==> src/rtl/gpio_input_conditioner.sv <==
// Purpose: synchronise, debounce and edge-detect board KEY/SW inputs; sticky change mask + irq.
// Latency: 2 sync cycles + STABLE_TICKS debounce ticks (+1 register stage) from raw change to db_out.
// Backpressure: none; free-running conditioner, every output is a registered level or 1-cycle pulse.
//
// Ports:
//   clk, reset_n     clock and asynchronous active-low reset
//   raw_in           asynchronous board inputs, bit order {KEY, SW}
//   db_out           debounced, synchronised level (drives the GPIO input bus)
//   rise / fall      one-cycle pulses in the first cycle db_out shows a 0->1 / 1->0 change
//   chg_mask         sticky per-bit "changed since last clear"; chg_irq = registered OR of it
//   clr, clr_mask    one-cycle clear request for the selected chg_mask bits
module gpio_input_conditioner #(
  parameter int               WIDTH        = 22,
  parameter int               TICK_DIV     = 50000,
  parameter int               STABLE_TICKS = 8,
  parameter logic [WIDTH-1:0] INIT_VAL     = '0
) (
  input  logic             clk,
  input  logic             reset_n,
  input  logic [WIDTH-1:0] raw_in,
  output logic [WIDTH-1:0] db_out,
  output logic [WIDTH-1:0] rise,
  output logic [WIDTH-1:0] fall,
  output logic [WIDTH-1:0] chg_mask,
  output logic             chg_irq,
  input  logic             clr,
  input  logic [WIDTH-1:0] clr_mask
);

  localparam int            PW       = (TICK_DIV > 1) ? $clog2(TICK_DIV) : 1;
  localparam int            CW       = $clog2(STABLE_TICKS + 1);
  localparam logic [PW-1:0] PRE_LAST = PW'(TICK_DIV - 1);
  localparam logic [CW-1:0] CNT_LAST = CW'(STABLE_TICKS - 1);

  logic [WIDTH-1:0] sync_a;
  logic [WIDTH-1:0] sync_b;
  logic [PW-1:0]    pre_cnt;
  logic             tick;
  logic [CW-1:0]    cnt     [WIDTH];
  logic [CW-1:0]    cnt_nxt [WIDTH];
  logic [WIDTH-1:0] db_nxt;
  logic [WIDTH-1:0] rise_nxt;
  logic [WIDTH-1:0] fall_nxt;
  logic [WIDTH-1:0] mask_nxt;

  assign tick = (pre_cnt == PRE_LAST);

  // Two-flop synchroniser and free-running sample prescaler.
  always_ff @(posedge clk or negedge reset_n) begin
    if (!reset_n) begin
      sync_a  <= INIT_VAL;
      sync_b  <= INIT_VAL;
      pre_cnt <= '0;
    end else begin
      sync_a  <= raw_in;
      sync_b  <= sync_a;
      pre_cnt <= tick ? '0 : pre_cnt + PW'(1);
    end
  end

  always_comb begin
    db_nxt   = db_out;
    rise_nxt = '0;
    fall_nxt = '0;
    for (int i = 0; i < WIDTH; i++) begin
      cnt_nxt[i] = cnt[i];
      if (sync_b[i] == db_out[i]) begin
        // Any agreement, even for one cycle, restarts the stability window.
        cnt_nxt[i] = '0;
      end else if (tick) begin
        if (cnt[i] == CNT_LAST) begin
          db_nxt[i]   = sync_b[i];
          rise_nxt[i] = sync_b[i];
          fall_nxt[i] = ~sync_b[i];
          cnt_nxt[i]  = '0;
        end else begin
          cnt_nxt[i] = cnt[i] + CW'(1);
        end
      end
    end
    // Set wins over clear both for the edge being registered now and for the
    // pulse currently visible on rise/fall, so a clear issued while software
    // sees a pulse can never lose that event.
    mask_nxt = (chg_mask & ~(clr_mask & {WIDTH{clr}}))
             | rise | fall | rise_nxt | fall_nxt;
  end

  always_ff @(posedge clk or negedge reset_n) begin
    if (!reset_n) begin
      db_out   <= INIT_VAL;
      rise     <= '0;
      fall     <= '0;
      chg_mask <= '0;
      chg_irq  <= 1'b0;
      for (int i = 0; i < WIDTH; i++) cnt[i] <= '0;
    end else begin
      db_out   <= db_nxt;
      rise     <= rise_nxt;
      fall     <= fall_nxt;
      chg_mask <= mask_nxt;
      chg_irq  <= |mask_nxt;
      for (int i = 0; i < WIDTH; i++) cnt[i] <= cnt_nxt[i];
    end
  end

endmodule

==> config.mk <==
export PLATFORM = sky130hd
export DESIGN_NAME = gpio_input_conditioner
export DESIGN_NICKNAME = d
export VERILOG_FILES = /design/src/rtl/gpio_input_conditioner.sv
export SDC_FILE = /design/constraint.sdc
export NUM_CORES = 1
export LEC_CHECK = 0
export ABC_AREA = 1
export ABC_CLOCK_PERIOD_IN_PS = 2050
export CAP_MARGIN = 20
export CORE_MARGIN = 2
export CORE_UTILIZATION = 50
export DETAILED_ROUTE_END_ITERATION = 7
export DONT_BUFFER_PORTS = 1
export HOLD_SLACK_MARGIN = 0.06
export PLACE_DENSITY = 0.66
export SYNTH_ARGS = -nofsm -noshare
export SYNTH_HDL_FRONTEND = slang
export SYNTH_SLANG_ARGS = --single-unit
==> constraint.sdc <==
create_clock -name clk -period 2.05 [get_ports clk]
set_input_delay 0.41 -clock clk [delete_from_list [all_inputs] [get_ports clk]]
set_output_delay 0.41 -clock clk [all_outputs]
set_load 0.03 [all_outputs]
==> flow_summary.yaml <==
run_status:
  status: "finished with violations"
  violations: "hold timing"
synth:
  muxShareOfSynthArea_pct: 0
  ys_warn_count: 0
  avgSynthCellArea_um2: 9.44
  ys_seq_area_share_pct: 59.2
  synth-async-reset-ratio_pct: 100
  synth_top_family_by_area: "simple AND/OR/NAND/NOR gates"
  synth_area_um2: 10000
  synth_xor_area_share_pct: 1.84
  synthAdderAreaFrac_pct: 2.87
  synth_seq_cells: 237
  synth_edf_count: 0
  yosysUniqueCellTypes: 36
  syn_inst: 1062
  synth-compound-area-share_pct: 10.5
  synth_nets: 1132
  synthFlopType: "dfrtp_1"
  synth_simple_gate_area_share_pct: 20.2
worst_setup_path:
  arrival_ns: 2.27
  crit_path_max_fanout: 9
  crit_type: "reg -> reg"
  path_delay_family: "simple AND/OR/NAND/NOR gates"
  critPathRequiredTime_ns: 2.44
  critPathBufInv: 1
  worst_setup_path_end_kind: "flip-flop"
  start_kind: "flip-flop"
  cp_cell_sequence: "ha_1, nand3_1, nor2_4, buf_4, nand4_1, nand2_1, nor2_1, nand2_1, nor2_1, nand3_1"
  slowest_stage: "dfrtp_1"
  cp_slowest_stage_delay_ns: 0.39
clock_network:
  clkSinkCount: 237
  ctsHoldBuffers: 22
  clockBufferDepth: 3
  clock_latency_ns: 0.52
  cts_tree: "built"
  root_buffer: "clkbuf_16"
  clkTransAtPathRegs_ns: 0.06
  numCtsBuffers: 26
  ctsHtreeMaxLevel: 1
sta:
  final_hold_viol_count: 237
  setup_viol: 0
  period_needed_ns: 1.88
  fmaxAchievable_mhz: 531
  fin_skew_ns: 0.00867
  finalSetupTns_ns: 0
  grt_setup_unrepaired: "true"
  slew_violations: 0
  finalCritPeriodShare_pct: 91.8
  tightest_slew_ns: 0.421
  relSlewSlack_pct: 71.9
  whs_ns: -0.414
placement:
  portBuffers: 0
  place_congestion: 0.814
  dp.cells: 1328
  hpwl_um: 13700
grt:
  grt_usage_pct: 19.6
  grt_overflow: 0
  antenna_found_initial: 0
  grt_pass1_wl_um: 34600
  grt_pass1_vias: 7053
  grt_max_degree: 238
routing:
  drt_pass1_iterations: 5
  drt-initial-drc-count: 305
  drt-vias-per-instance: 5.17
  via_count: 7216
  antenna_left: 0
  drt_wl_total_um: 20300
  drc: 0
  wl_per_cell_um: 14.6
layout:
  multi_input_area_um2: 3570
  n_fill_cell: 1701
  final_util_pct: 58.9
  layout.cells.non_filler: 1396
  drive_gt1_share_pct: 7.08
  layout_commonest_cell: "dfrtp_1"
  final_cell_mix: "237 x dfrtp_1, 232 x nand2_1, 131 x nor2_1"
  seq_area_um2: 5930
  area_growth_pct: 15.2
  nets: 1183
floorplanning:
  die_x_um: 146
  rows: 51
  initial_core_util_pct: 51.2
  num_io_pins: 136
  coreArea_um2: 19600
  die_h_um: 146
  die-area_um2: 21200
min_path:
  hold_path.class: "in -> async"
power:
  ir_drop_v: 0.000624
  p_leak_uw: 0.00598
  finalPower_uw: 9700
  powerDensity_nw_per_um2: 840
run:
  max_cap_violations: 0
[logic make-up after synthesis]
group,Yosys count
simple gates,479
fa+ha+maj,23
compound gates,166
xor+xnor,21
buf+inv,136
flops,237
[registers in the layout (all words and copies together) (netlist names)]
name,cells
chg_irq,1
chg_mask,22
cnt,88
db_out,22
fall,22
pre_cnt,16
rise,22
sync_a,22
sync_b,22
[routing by layer]
layer | vias up | share of wire (%) | global-route usage, %
li1 | 3586 | - | -
met1 | 3410 | 46 | 28.0
met2 | 183 | 44 | 30.2
met3 | 37 | 6.6 | 4.83
met4 | 0 | 2.6 | 5.59
met5 | - | 0 | 0
[worst paths after layout]
check	startpoint	slack, ns	endpoint	depth (start not counted)
setup / recovery	pre_cnt[0]	0.17	chg_irq	10
hold / removal	reset_n	-0.41	rise[20]	0
setup reg to reg	pre_cnt[0]	0.17	chg_irq	10
hold reg to reg	sync_a[3]	0.34	sync_b[3]	0
max in group asynchronous	reset_n	2.08	sync_a[21]	0
min in group clk	clr_mask[21]	0.17	chg_mask[21]	4
[where the power goes]
| part | switching [µW] | internal (µW) |
|---|---|---|
| Combinational | 81.4 | 62.1 |
| Sequential | 16.2 | 4720 |
| Clock | 1780 | 3040 |
[repair_timing]
item,4_1_cts,5_1_grt
setup endpoints to repair,0,51
resized for setup,0,4
hold endpoints to repair,259,237
setup buffers,0,0
[Yosys cell counts, types with 2 or more instances]
cell / number / area share (%)
a21oi_1: 44 / 2.2
inv_1: 118 / 4.4
or3_1: 3 / 0.19
nand3_1: 42 / 2.1
xor2_1: 20 / 1.7
buf_2: 13 / 0.65
nand2_1: 232 / 8.7
nor2_1: 134 / 5.0
o31ai_1: 27 / 2.0
nor3_1: 13 / 0.65
dfrtp_1: 237 / 59
nand3b_1: 7 / 0.52
ha_1: 23 / 2.9
nand4_1: 23 / 1.4
buf_4: 2 / 0.15
a22o_1: 11 / 0.96
a211o_1: 19 / 1.7
o21ai_1: 6 / 0.30
or2_2: 16 / 1.0
nor2_2: 5 / 0.31
a22oi_1: 11 / 0.82
o21ai_0: 39 / 1.9
a31oi_1: 4 / 0.25
[worst register-to-register path: stages, from the launching register on]
cell and delay (ns):
dfrtp_1 0.39, ha_1 0.22, nand3_1 0.17, nor2_4 0.08, buf_4 0.19, nand4_1 0.14
nand2_1 0.11, nor2_1 0.12, nand2_1 0.11, nor2_1 0.13, nand3_1 0.09
[through the flow]
stage	area, µm²	setup WS, ns
2_1_floorplan	10000	0.476
3_3_place_gp	10400	0.148
3_5_place_dp	10400	0.124
4_1_cts	11500	0.120
5_1_grt	11500	-0.00913
6_report	11500	0.167
[layout make-up]
class                           instances  area share, %
Antenna cell                            1         0.0217
Clock buffer                           39           6.59
Clock inverter                          6           1.15
Inverter                              120           3.90
Multi-Input combinational cell        689           30.9
Sequential cell                       237           51.4
Tap cell                              265           2.87
Timing Repair Buffer                   39           3.23
Note: power is estimated with default switching activity, not from simulation.
